<file path="config.mk">
export PLATFORM = sky130hd
export DESIGN_NAME = axi4_lite_rd_burst
export DESIGN_NICKNAME = d
export VERILOG_FILES = /design/src/rtl/axi4_lite_rd_burst.sv
export SDC_FILE = /design/constraint.sdc
export NUM_CORES = 1
export LEC_CHECK = 0
export BUFFER_PORTS_ARGS = -buffer_cell sky130_fd_sc_hd__buf_4
export CORE_AREA = 2 2 158 160
export DETAILED_ROUTE_END_ITERATION = 7
export DIE_AREA = 0 0 160 162
export GPL_TIMING_DRIVEN = 0
export HOLD_SLACK_MARGIN = 0.15
export PLACE_DENSITY_LB_ADDON = 0.3
export SETUP_SLACK_MARGIN = 0.2
export SYNTH_ARGS = -nofsm -noshare
export SYNTH_HDL_FRONTEND = slang
export SYNTH_SLANG_ARGS = --single-unit
export TNS_END_PERCENT = 5
</file>
<file path="constraint.sdc">
create_clock -name clk -period 5.4 [get_ports clk]
set_input_delay 0.54 -clock clk [delete_from_list [all_inputs] [get_ports clk]]
set_output_delay 0.54 -clock clk [all_outputs]
set_load 0.01 [all_outputs]
</file>
<file path="src/rtl/axi4_lite_rd_burst.sv">
// Read-burst sequencer: turns one (address, length) command into consecutive single-word reads
// and buffers the returned words in a FIFO, throttling issue so the FIFO never overflows.
module axi4_lite_rd_burst #(
    parameter int unsigned DEPTH = 8,
    parameter int unsigned LEN_W = 8
) (
    input  logic             clk,
    input  logic             arst_n,
    input  logic [31:0]      cmd_addr,
    input  logic [LEN_W-1:0] cmd_len,
    input  logic             cmd_valid,
    output logic             cmd_ready,
    output logic [31:0]      rd_addr,
    output logic             rd_valid,
    input  logic             rd_ready,
    input  logic [31:0]      rd_data,
    output logic [31:0]      out_data,
    output logic             out_last,
    output logic             out_valid,
    input  logic             out_ready,
    output logic             busy,
    output logic             done
);

    localparam int unsigned PTR_W = $clog2(DEPTH);

    typedef enum logic [1:0] {
        StIdle  = 2'd0,
        StIssue = 2'd1,
        StHold  = 2'd2
    } state_e;

    state_e           state_q, state_d;
    logic [31:0]      addr_q, addr_d;
    logic [LEN_W-1:0] remain_q, remain_d;
    logic [PTR_W:0]   count_q, count_d;
    logic [PTR_W-1:0] wptr_q, rptr_q;
    logic [31:0]      rd_addr_q;
    logic             rd_valid_q;
    logic             done_q, done_d;
    logic             push, pop;
    logic             last_word;

    logic [31:0]      mem_data [DEPTH];
    logic             mem_last [DEPTH];

    assign push      = (state_q == StIssue) && rd_ready;
    assign pop       = out_valid && out_ready;
    assign last_word = (remain_q == LEN_W'(1));

    always_comb begin
        count_d = count_q;
        if (push && !pop) begin
            count_d = count_q + (PTR_W+1)'(1);
        end else if (!push && pop) begin
            count_d = count_q - (PTR_W+1)'(1);
        end
    end

    // count never exceeds DEPTH, so its MSB alone flags a full FIFO
    always_comb begin
        state_d  = state_q;
        addr_d   = addr_q;
        remain_d = remain_q;
        done_d   = 1'b0;
        unique case (state_q)
            StIdle: begin
                if (cmd_valid) begin
                    if (cmd_len == '0) begin
                        done_d = 1'b1;
                    end else begin
                        addr_d   = {cmd_addr[31:2], 2'b00};
                        remain_d = cmd_len;
                        state_d  = count_d[PTR_W] ? StHold : StIssue;
                    end
                end
            end
            StIssue: begin
                if (rd_ready) begin
                    addr_d   = addr_q + 32'd4;
                    remain_d = remain_q - LEN_W'(1);
                    if (last_word) begin
                        done_d  = 1'b1;
                        state_d = StIdle;
                    end else if (count_d[PTR_W]) begin
                        state_d = StHold;
                    end
                end
            end
            StHold: begin
                if (!count_d[PTR_W]) begin
                    state_d = StIssue;
                end
            end
            default: state_d = StIdle;
        endcase
    end

    always_ff @(posedge clk or negedge arst_n) begin
        if (!arst_n) begin
            state_q    <= StIdle;
            addr_q     <= '0;
            remain_q   <= '0;
            count_q    <= '0;
            wptr_q     <= '0;
            rptr_q     <= '0;
            rd_addr_q  <= '0;
            rd_valid_q <= 1'b0;
            done_q     <= 1'b0;
        end else begin
            state_q    <= state_d;
            addr_q     <= addr_d;
            remain_q   <= remain_d;
            count_q    <= count_d;
            rd_addr_q  <= addr_d;
            rd_valid_q <= (state_d == StIssue);
            done_q     <= done_d;
            if (push) begin
                wptr_q <= wptr_q + PTR_W'(1);
            end
            if (pop) begin
                rptr_q <= rptr_q + PTR_W'(1);
            end
        end
    end

    always_ff @(posedge clk) begin
        if (push) begin
            mem_data[wptr_q] <= rd_data;
            mem_last[wptr_q] <= last_word;
        end
    end

    assign cmd_ready = (state_q == StIdle);
    assign busy      = !cmd_ready;
    assign rd_addr   = rd_addr_q;
    assign rd_valid  = rd_valid_q;
    assign done      = done_q;
    assign out_valid = (count_q != '0);
    assign out_data  = out_valid ? mem_data[rptr_q] : 32'd0;
    assign out_last  = out_valid ? mem_last[rptr_q] : 1'b0;

endmodule

</file>
# == After elaboration in Yosys (flattened, before gate mapping) ==
# Memories as Yosys holds them, arrays and structs flattened.
# Cells that the tools add are included.
# totals
register_bits,54
ram_bits,264
in_bits,77
memories,2
# classes
n_addsub,6
eq_ne,7
muxes,27
n_reduce_logical,13
# memory_table
memory,words,width,rd,rd_ports_with_merged_regs,write_ports,line,text
mem_data,8,32,1,0,1,44,logic [31:0] mem_data [DEPTH];
mem_last,8,1,1,0,1,45,logic mem_last [DEPTH];
# op_table
cell,count
$mux W32,4
$pmux W32 S2,1
$add A32 B3 Y32 const B,1
$mux W8,3
$pmux W8 S2,1
$mux W2,7
$eq A8 B1 Y1 const B,1
$logic_not A8 Y1,1
$mux W4,2
$sub A8 B1 Y8 const B,1
$mux W1,7
$add A3 B1 Y3 const B,2
$ne A2 B2 Y1 const B,3
$pmux W2 S3,1
$add A4 B1 Y4 const B,1
$eq A2 B1 Y1 const B,2
$logic_and A1 B1 Y1,4
$reduce_and A4 Y1,1
$reduce_bool A2 Y1,2
$reduce_bool A4 Y1,1
$sub A4 B1 Y4 const B,1
$logic_not A1 Y1,3
$eq A2 B2 Y1 const B,1
$logic_not A2 Y1,1
$pmux W1 S2,1

# == Depth between registers and ports, before layout ==
# Gate-level depths: netlist of run 1.
# logic_depth
word_depth,11
ltp_mapped,13

# == Worst setup path after synthesis of run 1 ==
# OpenSTA, ideal clock, no wires.
# synth_path
kind,register -> register
from,reg state_q[0]
to,"mem mem_data[0][0], enable pin"
setup_time_ps,506
arrival_time_ps,4160
path_slack_ps,734
stages_incl_launch_ff,6
cell_sequence,dfrtp_1 buf_2 inv_1 nor2_2 nand2_1 nor4_1
# synth_via
elab_chain_len,4
# synth_rtl
item,line,text
"start, declared",33,"state_e state_q, state_d;"
"start signal, assigned",101,state_q <= StIdle;
"start signal, assigned",111,state_q <= state_d;
$eq A2 B1 Y1,47,assign push = (state_q == StIssue) && rd_ready;
$logic_and A1 B1 Y1,47,
$mux W1,128,if (push) begin
$mux W1 (not written as such),129,mem_data[wptr_q] <= rd_data;
"end, declared",44,
# No other way between the ends.

# == Worst setup path after layout of run 1 ==
# layout_path
from,reg rptr_q[1]
to,out out_data[29]
# layout_via
elab_chain_len,2
# layout_rtl
item,line,text
"start, declared",37,"logic [PTR_W-1:0] wptr_q, rptr_q;"
"start signal, assigned",122,rptr_q <= rptr_q + PTR_W'(1);
$mem_v2 Z8 W32,--,
$mux W32,140,assign out_data = out_valid ? mem_data[rptr_q] : 32'd0;
"end, declared",17,"output logic [31:0] out_data,"
# No other way between the ends.

==> qor.json, run 1 <==
{
  "sta": {
    "final.setup.tns_ps": 0,
    "setup_viol": 0,
    "final.setup_skew_ps": 10.17,
    "final_hold_viol_count": 0,
    "grt_setup_unrepaired": "no",
    "max_slew.worst_pin.slew_ps": 1014,
    "timing.final.max_slew_violations": 0,
    "finalWorstPathRequiredPeriod_ps": 3562,
    "fin_crit_sh_pct": 65.97,
    "achievable-frequency_ghz": 0.2807,
    "max_slew_margin_pct": 32.04,
    "postLayoutSetupSlackWorst_ps": 1838
  },
  "power_and_ir_drop": {
    "power_uw": 8972,
    "pwr-share-seq_pct": 36.4,
    "switching_share_pct": 33.29,
    "power.share.clock_pct": 26.8,
    "max-vdd-ir-drop_mv": 0.2952,
    "power_leakage_uw": 0.005783,
    "share_of_total_power_in_combinational_logic_pct": 36.8,
    "p_sw_uw": 2987,
    "power_per_cell_area_mw_per_mm2": 557.0,
    "power_report.internal_total_uw": 5985
  },
  "final_layout": {
    "fillerInstances": 1634,
    "syn2layout_area_growth_pct": 22.71,
    "regArea_mm2": 0.009229,
    "fin_nets": 1073,
    "finish.utilization_pct": 66.83,
    "post_route_cells_drive_above_1_share_pct": 31.45,
    "multiInputGateArea_mm2": 0.003705
  },
  "clock_network": {
    "clock_tree_from_tritoncts": "done",
    "cts_max_path_buffers": 3,
    "cts.htree.levels": 1,
    "cts-resized-gates": 0,
    "cts_made_buffers": 31,
    "path_clk_slew_ps": 60,
    "cts.sink_count": 316,
    "cts.root.buffer_cell": "clkbuf_16",
    "clk-insertion-delay-late_ps": 560
  },
  "min_path": {
    "hold_path_startpoint": "rd_data[10]",
    "hp-class": "input port to register"
  },
  "logic_synthesis": {
    "syn-mean-instance-area_um2": 16.66,
    "ys_seq_elements": 316,
    "yosysUniqueCellTypes": 58,
    "netlist_instances": 788,
    "synth_enable_flop_cells": 264,
    "synth_warnings": 0,
    "sequential_area_share_after_synthesis_pct": 70.30,
    "ys.flop_type": "edfxtp_1",
    "synth_area_mm2": 0.01313,
    "synthArstFlopShare_pct": 16.46
  },
  "global_route": {
    "grt_pass1_vias": 8095,
    "overflow": 0,
    "grt_use_total_pct": 23.17,
    "number_of_antenna_violations_at_the_first_check_in_global_routing": 1,
    "grt_first_pass_wirelength_um": 46250,
    "largest_net_degree_at_the_start_of_global_routing": 53
  },
  "worst_setup_path": {
    "critical_path.reg2reg.startpoint": "count_q[0]",
    "cp_data_arrival_time_ps": 3020,
    "timing.critical_path.to_type": "primary output",
    "crit_path_start": "rptr_q[1]",
    "crit_required_ps": 4860,
    "worst-path-max-fanout": 10,
    "timing.critical_path.from_type": "register",
    "category_of_the_most_critical_setup_path": "register to primary output"
  },
  "placed_design": {
    "dp_worst_setup_slack_ps": 2344,
    "routabilityCongestion": 0.8926,
    "place.detailed.hpwl_um": 19390,
    "placement.io_buffers": 142
  },
  "routing": {
    "ant_nets": 0,
    "vias": 8051,
    "firstDrtPassIters": 6,
    "first_iter_violations": 732,
    "avgViaCountPerCell": 6.026,
    "drt_drc": 0,
    "wl_per_cell_um": 22.38,
    "detail_route.wirelength_um": 29900
  },
  "flow_run": {
    "cap_viol_max_count": 0
  },
  "die": {
    "io-pin-count": 147,
    "chipHeight_um": 162,
    "floorplan.die_area_mm2": 0.02592,
    "start_util_pct": 54.46,
    "core_area_mm2": 0.02411,
    "dieWidth_um": 160,
    "std_cell_rows": 57
  },
  "outcome": {
    "run_status": "complete, no violations"
  }
}
cell usage after synthesis, types with 9 or more instances:
cell / number / share of area (%)
clkbuf_1: 25 / 0.71
dfrtp_1: 52 / 9.9
nand3_1: 27 / 1.0
ha_1: 9 / 0.86
a21oi_1: 44 / 1.7
a2bb2oi_1: 13 / 0.87
nand2_1: 27 / 0.77
o22ai_1: 14 / 0.67
nor2_1: 58 / 1.7
nor3_1: 10 / 0.38
inv_1: 14 / 0.40
mux4_2: 66 / 11
buf_2: 14 / 0.53
mux2i_1: 33 / 2.5
edfxtp_1: 264 / 60
o21ai_0: 31 / 1.2
nand4_1: 11 / 0.52
cells in the final DEF (no fill, tap or decap), drive strengths merged, types with 3 or more instances in the layout:
master,count
nand2b,6
a2bb2oi,14
nor4,5
clkinvlp,3
bufinv,9
ha,9
inv,15
edfxtp,264
a21o,3
and4,3
buf,184
nand4,12
o22ai,14
a22oi,3
and3,3
o21ai,32
clkbuf,57
nor3,10
a21oi,44
dfrtp,52
nor2,59
mux4,66
a31oi,3
xnor2,4
nand2,29
mux2i,33
clkinv,12
nand3,27
per-stage QoR:
step                instance area (µm²)  hold slack [ps]  instances
detailed placement                14940            537.2       1277
finish                            16110            212.8       1336
global placement                  14600            522.0       1255
global route                      16110            199.3       1336
floorplan                         13130            244.4        789
CTS                               16110            192.6       1335
flip-flops by register name (all words and copies together), names as in the netlist:
signal,count
wptr_q,3
done,1
state_q,2
rd_valid,1
mem_data,256
rd_addr,30
rptr_q,3
remain_q,8
count_q,4
mem_last,8
power groups by stage:
stage               clock network, µW  logic, µW  registers (µW)
finish                           2410       3300            3260
global route                     2540       3570            3290
CTS                              2430       3330            3250
detailed placement                  0       3310            3300
global placement                    0       3180            3300
floorplan                           0       2000            3290
kinds of logic (layout without fill, tap and decap cells):
kind of cell | after synthesis | count (layout) | synth area share (%)
buf+inv | 59 | 281 | 1.878
flops | 316 | 316 | 70.30
compound gates | 133 | 133 | 6.357
other cells | 1 | 3 | 0.02857
mux | 101 | 101 | 14.01
xor+xnor | 5 | 5 | 0.3336
simple gates | 164 | 164 | 6.234
fa+ha+maj | 9 | 9 | 0.8578
final timing paths:
path,slack [ps],end,depth (start not counted)
worst min-delay path,210,mem_data[4][10],1
worst min register to register,550,remain_q[6],2
worst max register to register,2300,state_q[0],12
min in group asynchronous,560,rd_addr[12],2
worst max-delay path,1840,out_data[29],6
max in group asynchronous,4340,remain_q[2],2
worst max-delay path: stages (launching register included):
cell and delay, ps:
dfrtp_1 420, clkbuf_1 580, clkbuf_1 620, mux4_2 430
mux2i_1 140, nor2_1 90, buf_4 180
final cells by class:
class                      count  share of cell area (%)
clock inverter                25                   2.315
buffer                        45                   1.204
clock buffer                  32                   4.839
timing repair buffer         165                   8.497
tap                          324                   2.517
multi-input combinational    414                   23.00
inverter                      14                  0.3262
sequential                   316                   57.29
antenna                        1                 0.01553
what timing repair did:
| action | 4_1_cts | 5_1_grt |
|---|---|---|
| hold buffers | 1 | 0 |
| buffers inserted | 0 | 0 |
| hold endpoints to repair | 52 | 0 |
routing by layer:
layer	routed length, µm	up-vias	track usage [%]
met1	12450	4072	32.93
met2	14570	383	39.06
met5	0	-	0
li1	-	3553	-
met3	2343	43	3.218
met4	540	0	4.996
Power figures use the tool's default switching activity.
==> run 2, diff against run 1 <==
ABC_AREA = 1   (was unset)
CORE_AREA = 2 2 163 165   (was 2 2 158 160)
DIE_AREA = 0 0 165 167   (was 0 0 160 162)
clock period = 3.3 ns   (was 5.4 ns; I/O delays follow)
==> qor.json, run 2 <==
{
  "outcome": {
    "run_status": "complete, no violations"
  },
  "sta": {
    "setup_viol": {"value": 0, "change": "unchanged"},
    "achievable-frequency_ghz": 0.3341,
    "max_slew_margin": {"value": 51.31, "unit": "%", "change": "+19 points"},
    "grt_setup_unrepaired": "yes",
    "finalWorstPathRequiredPeriod_ps": 2993,
    "fin_worst_hold_slack": {"value": 159.2, "unit": "ps", "change": "-53.61 ps"},
    "max_slew.worst_pin.slew": {"value": 730.3, "unit": "ps", "change": "-283.6 ps"},
    "final.setup.tns": {"value": 0, "unit": "ps", "change": "unchanged"},
    "final.setup_skew": {"value": 17.38, "unit": "ps", "change": "+7.205 ps"},
    "fin_crit_sh_pct": 90.71,
    "final_hold_viol_count": {"value": 0, "change": "unchanged"},
    "timing.final.max_slew_violations": {"value": 0, "change": "unchanged"}
  },
  "logic_synthesis": {
    "cell_with_the_most_instances_after_synthesis": "nor2_1",
    "synth_compound_gate_area_share": {"value": 9.559, "unit": "%", "change": "+3.2 points"},
    "post_synth_mux_area_share": {"value": 2.370, "unit": "%", "change": "-12 points"},
    "syn-mean-instance-area": {"value": 10.47, "unit": "µm²", "change": "-37%"},
    "main_combinational_cell_family_by_area_after_synthesis": "simple AND/OR/NAND/NOR gates",
    "synth_top_area_share": {"value": 56.87, "unit": "%", "change": "-3.5 points"},
    "synth_warnings": {"value": 0, "change": "unchanged"},
    "post_synth_fa_ha_maj_area_fraction": {"value": 0.8078, "unit": "%", "change": "-0.050 points"},
    "synth_enable_flop_cells": {"value": 264, "change": "unchanged"},
    "synthArstFlopShare": {"value": 16.46, "unit": "%", "change": "unchanged"},
    "synth-xor-area-share": {"value": 0.5026, "unit": "%", "change": "+0.17 points"},
    "post_synth_and_or_nand_nor_area_fraction": {"value": 16.55, "unit": "%", "change": "+10 points"},
    "ys.flop_type": "edfxtp_1",
    "ys_seq_elements": {"value": 316, "change": "unchanged"},
    "yosys-top-cells-count": "nor2_1, edfxtp_1, nand2_1, o21ai_0, inv_1",
    "netlist_instances": {"value": 1332, "change": "+69%"},
    "synth_largest_area_cell": "edfxtp_1",
    "synth_area": {"value": 0.01394, "unit": "mm²", "change": "+6.2%"},
    "yosys-top-cells-area": "edfxtp_1, dfrtp_1, nor2_1",
    "yosysUniqueCellTypes": {"value": 35, "change": "-40%"},
    "sequential_area_share_after_synthesis": {"value": 66.21, "unit": "%", "change": "-4.1 points"}
  },
  "final_layout": {
    "fin_nets": {"value": 1667, "change": "+55%"},
    "regMostFlops": "mem_data",
    "antennaDiodeCount": {"value": 0, "change": "-1"},
    "mostFrequentLayoutCells": "nor2_1, edfxtp_1, nand2_1, o21ai_0, buf_4",
    "most_common_library_cell_in_the_layout_ignoring_fill_and_taps": "nor2_1",
    "post_route_cells_drive_above_1_share": {"value": 14.82, "unit": "%", "change": "-17 points"},
    "largest_register_ff_count": {"value": 256, "change": "unchanged"},
    "syn2layout_area_growth_pct": 23.80,
    "final_design_area_no_fill": {"value": 0.01726, "unit": "mm²", "change": "+7.1%"},
    "fillerInstances": {"value": 1859, "change": "+14%"}
  },
  "routing": {
    "wl_per_cell": {"value": 19.02, "unit": "µm", "change": "-15%"},
    "firstDrtPassIters": {"value": 5, "change": "-1"},
    "avgViaCountPerCell": {"value": 5.689, "change": "-5.6%"},
    "ant_nets": {"value": 0, "change": "unchanged"},
    "highest_layer": "met4",
    "drt_drc": {"value": 0, "change": "unchanged"},
    "vias": {"value": 11043, "change": "+37%"},
    "met2_length": {"value": 18100, "unit": "µm", "change": "+24%"},
    "wl_met1": {"value": 14790, "unit": "µm", "change": "+19%"},
    "first_iter_violations": {"value": 1086, "change": "+48%"},
    "detail_route.wirelength": {"value": 36910, "unit": "µm", "change": "+23%"},
    "dr_wl_met3": {"value": 3032, "unit": "µm", "change": "+29%"}
  },
  "flow_run": {
    "cap_viol_max_count": {"value": 0, "change": "unchanged"}
  },
  "clock_network": {
    "cts_max_path_buffers": {"value": 3, "change": "unchanged"},
    "clk-insertion-delay-late": {"value": 570, "unit": "ps", "change": "about the same"},
    "post_cts_buffers": {"value": 0, "change": "unchanged"},
    "cts_made_buffers": {"value": 31, "change": "unchanged"},
    "cts.root.buffer_cell": "clkbuf_16",
    "cts.sink_count": {"value": 316, "change": "unchanged"},
    "cts.htree.levels": {"value": 1, "change": "unchanged"},
    "path_clk_slew": {"value": 70, "unit": "ps", "change": "about the same"},
    "clock_tree_from_tritoncts": "done"
  },
  "die": {
    "chipHeight": {"value": 167, "unit": "µm", "change": "+3.1%"},
    "start_util": {"value": 54.11, "unit": "%", "change": "-0.35 points"},
    "floorplan.die_area": {"value": 0.02756, "unit": "mm²", "change": "+6.3%"},
    "io-pin-count": {"value": 147, "change": "unchanged"},
    "std_cell_rows": {"value": 59, "change": "+3.5%"},
    "core_area": {"value": 0.02576, "unit": "mm²", "change": "+6.9%"},
    "dieWidth": {"value": 165, "unit": "µm", "change": "+3.1%"}
  },
  "placed_design": {
    "detailed_place.area": {"value": 0.01569, "unit": "mm²", "change": "+5.0%"},
    "routabilityCongestion": {"value": 0.9033, "change": "+1.2%"},
    "placement.io_buffers": {"value": 142, "change": "unchanged"},
    "place.detailed.hpwl": {"value": 23500, "unit": "µm", "change": "+21%"}
  },
  "worst_setup_path": {
    "critical_path.reg2reg.endpoint": "rd_valid",
    "timing.critical_path.from_type": "register",
    "ff2ff_setup_slack": {"value": 750, "unit": "ps", "change": "-1550 ps"},
    "timing.critical_path.to_type": "primary output",
    "cp_data_arrival_time": {"value": 2660, "unit": "ps", "change": "-360 ps"},
    "crit_required": {"value": 2970, "unit": "ps", "change": "-1890 ps"},
    "worst_r2r_path_depth": {"value": 12, "change": "unchanged"},
    "worst-path-max-fanout": {"value": 10, "change": "unchanged"},
    "category_of_the_most_critical_setup_path": "register to primary output",
    "critical_path.reg2reg.startpoint": "count_q[0]"
  },
  "global_route": {
    "overflow": {"value": 0, "change": "unchanged"},
    "grt_first_pass_wirelength": {"value": 57120, "unit": "µm", "change": "+23%"},
    "grt_pass1_vias": {"value": 10728, "change": "+33%"},
    "number_of_antenna_violations_at_the_first_check_in_global_routing": {"value": 0, "change": "-1"},
    "grt_use_total": {"value": 26.66, "unit": "%", "change": "+3.5 points"},
    "largest_net_degree_at_the_start_of_global_routing": {"value": 53, "change": "unchanged"}
  },
  "power_and_ir_drop": {
    "power_leakage": {"value": 0.006611, "unit": "µW", "change": "+14%"},
    "power_per_cell_area": {"value": 889.9, "unit": "mW/mm²", "change": "+60%"},
    "max-vdd-ir-drop": {"value": 0.5025, "unit": "mV", "change": "+70%"}
  },
  "min_path": {
    "worst_hold_path.endpoint": "rd_addr[9]",
    "worstHoldPathCells": {"value": 5, "change": "+4"},
    "hp-class": "input port to register",
    "hold_path_startpoint": "cmd_addr[9]"
  }
}
-- run 2: cell count changes in the layout (fill, tap and decap cells not counted), sizes merged, moves of 9 or more --
cell         previous run  this run
mux4                   66         0
nor3                   10         1
nand2                  29       211
nand3                  27        51
dlygate4sd3             1        65
o22ai                  14        34
o21ai                  32       206
bufinv                  9         0
inv                    15        60
a2bb2oi                14         0
a21oi                  44         5
nor2                   59       313
clkbuf                 57        80
-- run 2: layout make-up --
cell class	instances	area (µm²)	share of cell area (%)
Multi-Input combinational cell	890	4220	24.45
Buffer	67	331.6	1.921
Inverter	60	225.2	1.305
Tap cell	335	419.2	2.429
Clock inverter	14	83.83	0.4858
Clock buffer	44	834.6	4.836
Timing Repair Buffer	215	1914	11.09
Sequential cell	316	9229	53.48
-- run 2: how the worst max path moves through the flow --
stage	endpoint	startpoint
floorplan	mem_data[0][0]	state_q[1]
detailed placement	state_q[0]	count_q[0]
finish	out_data[2]	count_q[0]
global route	out_data[13]	count_q[0]
global placement	mem_data[0][14]	state_q[1]
CTS	out_data[1]	rptr_q[1]
-- run 2: cell families (layout without fill, tap and decap cells) --
logic type,after synthesis,count (layout)
other,1,2
and+or+nand+nor,585,585
muxes,33,33
DFF,316,316
xor gates and xnor gates,8,8
AOI/OAI and AO/OA,253,253
buffers and inverters,127,400
adders and majority gates,9,9
-- run 2: report_power, final --
part           switching, µW  internal (µW)  leakage, µW
Combinational           4290           2470      0.00314
Clock                   1470           1760     0.000445
Sequential               452           4920      0.00303
Total                   6210           9150      0.00661
-- run 2: critical path, stage by stage (launching register included) --
cell      delay, ps
dfrtp_1         390
inv_1            90
ha_1            230
nand3_1         340
clkbuf_1        440
o21ai_0         190
nor2_1          250
buf_4           170
-- run 2: stage by stage --
step / std cells / power (µW) / utilization [%] / setup WS, ps
after CTS: 1941 / 15290 / 66.98 / 316.6
after floorplan: 1333 / 9208 / - / 479.0
after global routing: 1941 / 16230 / 66.99 / 184.4
after detailed placement: 1818 / 12000 / 60.89 / 823.8
final: 1941 / 15360 / 66.99 / 306.7
after global placement: 1810 / 11680 / 59.89 / -965.4
-- run 2: what timing repair did --
| item | in CTS | in global routing |
|---|---|---|
| setup endpoints to repair | 0 | 7 |
| hold buffers | 65 | 0 |
| gates resized for setup | 0 | 4 |
| hold endpoints to repair | 340 | 0 |
-- run 2: routing by layer --
metal | up-vias | global-route usage [%]
met2 | 577 | 44.71
met3 | 83 | 3.487
met5 | - | 0
met4 | 0 | 8.771
met1 | 5304 | 36.05
li1 | 5079 | -
==> run 3, diff against run 2 <==
CTS_CLUSTER_DIAMETER = 120   (was unset)
clock period = 2.9 ns   (was 3.3 ns; I/O delays follow)
==> qor.json, run 3 (synthesis results as in run 2) <==
{
  "global_route": {
    "grt_pass1_vias": {"value": 10820, "change": "+0.86%"},
    "largest_net_degree_at_the_start_of_global_routing": {"value": 53, "change": "unchanged"},
    "number_of_antenna_violations_at_the_first_check_in_global_routing": {"value": 0, "change": "unchanged"},
    "grt_use_total": {"value": 26.79, "unit": "%", "change": "+0.13 points"},
    "grt_first_pass_wirelength": {"value": 57340, "unit": "µm", "change": "+0.39%"},
    "overflow": {"value": 0, "change": "unchanged"}
  },
  "final_layout": {
    "syn2layout_area_growth_pct": 24.93,
    "largest_register_ff_count": {"value": 256, "change": "unchanged"},
    "post_route_cells_drive_above_1_share": {"value": 16.85, "unit": "%", "change": "+2.0 points"},
    "fillerInstances": {"value": 1834, "change": "-1.3%"},
    "mostFrequentLayoutCells": "nor2_1, edfxtp_1, nand2_1, o21ai_0, buf_4",
    "antennaDiodeCount": {"value": 0, "change": "unchanged"},
    "regMostFlops": "mem_data",
    "most_common_library_cell_in_the_layout_ignoring_fill_and_taps": "nor2_1",
    "fin_nets": {"value": 1675, "change": "+0.48%"}
  },
  "power_and_ir_drop": {
    "power.share.clock": {"value": 20.8, "unit": "%", "change": "-0.2 points"},
    "power": {"value": 17630, "unit": "µW", "change": "+15%"},
    "power_per_cell_area": {"value": 1012, "unit": "mW/mm²", "change": "+14%"},
    "power_leakage": {"value": 0.006741, "unit": "µW", "change": "+2.0%"},
    "p_sw": {"value": 7105, "unit": "µW", "change": "+14%"},
    "switching_share": {"value": 40.30, "unit": "%", "change": "-0.11 points"},
    "pwr-share-seq": {"value": 34.7, "unit": "%", "change": "-0.3 points"},
    "power_report.internal_total": {"value": 10530, "unit": "µW", "change": "+15%"},
    "share_of_total_power_in_combinational_logic": {"value": 44.5, "unit": "%", "change": "+0.5 points"},
    "max-vdd-ir-drop": {"value": 0.5749, "unit": "mV", "change": "+14%"}
  },
  "die": {
    "chipHeight": {"value": 167, "unit": "µm", "change": "unchanged"},
    "dieWidth": {"value": 165, "unit": "µm", "change": "unchanged"},
    "start_util": {"value": 54.11, "unit": "%", "change": "unchanged"},
    "io-pin-count": {"value": 147, "change": "unchanged"},
    "core_area": {"value": 0.02576, "unit": "mm²", "change": "unchanged"},
    "std_cell_rows": {"value": 59, "change": "unchanged"},
    "floorplan.die_area": {"value": 0.02756, "unit": "mm²", "change": "unchanged"}
  },
  "sta": {
    "setup_viol": {"value": 0, "change": "unchanged"},
    "final_hold_viol_count": {"value": 0, "change": "unchanged"},
    "achievable-frequency_ghz": 0.3737,
    "fin_crit_sh_pct": 92.28,
    "finalWorstPathRequiredPeriod_ps": 2676,
    "final.setup.tns": {"value": 0, "unit": "ps", "change": "unchanged"},
    "max_slew.worst_pin.slew": {"value": 727.3, "unit": "ps", "change": "-3.053 ps"},
    "final.setup_skew": {"value": 15.03, "unit": "ps", "change": "-2.348 ps"},
    "timing.final.max_slew_violations": {"value": 0, "change": "unchanged"},
    "fin_worst_hold_slack": {"value": 172.3, "unit": "ps", "change": "+13.05 ps"},
    "postLayoutSetupSlackWorst": {"value": 223.8, "unit": "ps", "change": "-82.92 ps"},
    "max_slew_margin": {"value": 51.51, "unit": "%", "change": "+0.20 points"},
    "grt_setup_unrepaired": "yes"
  },
  "clock_network": {
    "cts_max_path_buffers": {"value": 3, "change": "unchanged"},
    "path_clk_slew": {"value": 70, "unit": "ps", "change": "about the same"},
    "post_cts_buffers": {"value": 0, "change": "unchanged"},
    "cts_made_buffers": {"value": 31, "change": "unchanged"},
    "cts.sink_count": {"value": 316, "change": "unchanged"},
    "clk-insertion-delay-late": {"value": 570, "unit": "ps", "change": "about the same"},
    "cts.htree.levels": {"value": 1, "change": "unchanged"},
    "clock_tree_from_tritoncts": "done",
    "cts.root.buffer_cell": "clkbuf_16"
  },
  "worst_setup_path": {
    "crit_required": {"value": 3400, "unit": "ps", "change": "+430 ps"},
    "timing.critical_path.to_type": "register",
    "timing.critical_path.cells": "dlygate4sd3_1 > buf_4 > nor2_1 > dlygate4sd3_1 > nand3_1 > dlygate4sd3_1 > o32ai_1 > dlygate4sd3_1",
    "timing.critical_path.from_type": "input port",
    "critical_path_max_stage_delay": {"value": 600, "unit": "ps", "change": "+160 ps"},
    "worst-path-max-fanout": {"value": 2, "change": "-8"},
    "critical_path_cell_with_the_highest_stage_delay": "dlygate4sd3_1",
    "cp_data_arrival_time": {"value": 3180, "unit": "ps", "change": "+520 ps"},
    "critical-path-top-cell-by-count": "dlygate4sd3_1",
    "category_of_the_most_critical_setup_path": "input port to register"
  },
  "placed_design": {
    "place.detailed.hpwl": {"value": 23500, "unit": "µm", "change": "unchanged"},
    "placement.io_buffers": {"value": 142, "change": "unchanged"},
    "routabilityCongestion": {"value": 0.9033, "change": "unchanged"},
    "dp_worst_setup_slack": {"value": 423.8, "unit": "ps", "change": "-400.0 ps"}
  },
  "min_path": {
    "hp-class": "input port to register"
  },
  "routing": {
    "ant_nets": {"value": 0, "change": "unchanged"},
    "wl_per_cell": {"value": 19.06, "unit": "µm", "change": "+0.20%"},
    "detail_route.wirelength": {"value": 37140, "unit": "µm", "change": "+0.61%"},
    "drt_drc": {"value": 0, "change": "unchanged"},
    "firstDrtPassIters": {"value": 5, "change": "unchanged"},
    "vias": {"value": 10987, "change": "-0.51%"},
    "avgViaCountPerCell": {"value": 5.637, "change": "-0.92%"},
    "first_iter_violations": {"value": 1123, "change": "+3.4%"}
  },
  "flow_run": {
    "cap_viol_max_count": {"value": 0, "change": "unchanged"}
  },
  "outcome": {
    "run_status": "complete, no violations"
  }
}
[run 3: cell count changes in the layout (fill, tap and decap cells not counted), moves of 5 or more]
cell | before | now
buf_1 | 7 | 2
clkbuf_1 | 46 | 22
o21ai_0 | 191 | 185
dlygate4sd3_1 | 65 | 73
o21ai_1 | 15 | 21
clkbuf_2 | 2 | 26
[run 3: layout make-up]
cell class              count  area (µm²)  area share [%]
plain buffers              67       392.9           2.256
flip-flops and latches    316        9229           53.00
multi-input cells         890        4235           24.32
inverters                  60       225.2           1.293
well taps                 335       419.2           2.407
clock inverters            14       83.83          0.4814
repair buffers            223        1994           11.45
clock buffers              44       834.6           4.792
[run 3: path summary, 6_finish.rpt]
kind | from | end | slack, ps | cells after the start
setup / recovery | cmd_len[1] | done | 220 | 8
min in group asynchronous | arst_n | rd_addr[7] | 330 | 2
max in group asynchronous | arst_n | rptr_q[2] | 2090 | 2
setup reg to reg | count_q[0] | state_q[0] | 530 | 12
hold reg to reg | remain_q[5] | remain_q[5] | 490 | 2
hold / removal | cmd_len[4] | remain_q[4] | 170 | 5
[run 3: what timing repair did]
action | 4_1_cts | 5_1_grt
setup endpoints to repair | 33 | 35
pin swaps | 0 | 2
hold buffers | 73 | 0
hold endpoints to repair | 349 | 0
resized for setup | 10 | 65
[run 3: stage by stage]
| stage | util [%] | cells | cell area [µm²] |
|---|---|---|---|
| CTS | 67.34 | 1949 | 17350 |
| finish | 67.59 | 1949 | 17410 |
| global route | 67.59 | 1949 | 17410 |
| global placement | 59.89 | 1810 | 15430 |
| floorplan | - | 1333 | 13940 |
| detailed placement | 60.89 | 1818 | 15690 |
[run 3: power groups by stage]
stage / combinational, µW / clock (µW) / sequential, µW
6_report: 7850 / 3670 / 6110
5_1_grt: 8580 / 3870 / 6180
4_1_cts: 7640 / 3690 / 6100
3_5_place_dp: 7490 / 0 / 6170
3_3_place_gp: 7100 / 0 / 6190
2_1_floorplan: 4320 / 0 / 6160
[run 3: worst max-delay path: cells and delay by family]
family / cells / cell delay, ps
buffers and inverters: 5 / 2430
AOI/OAI and AO/OA: 1 / 260
and+or+nand+nor: 2 / 200
[run 3: layer usage]
layer	vias up	GRT usage (%)	part of all wire, %
li1	5103	-	-
met1	5297	35.93	41
met2	512	45.04	49
met3	75	3.611	7.2
met4	0	9.112	2.6
met5	-	0	0
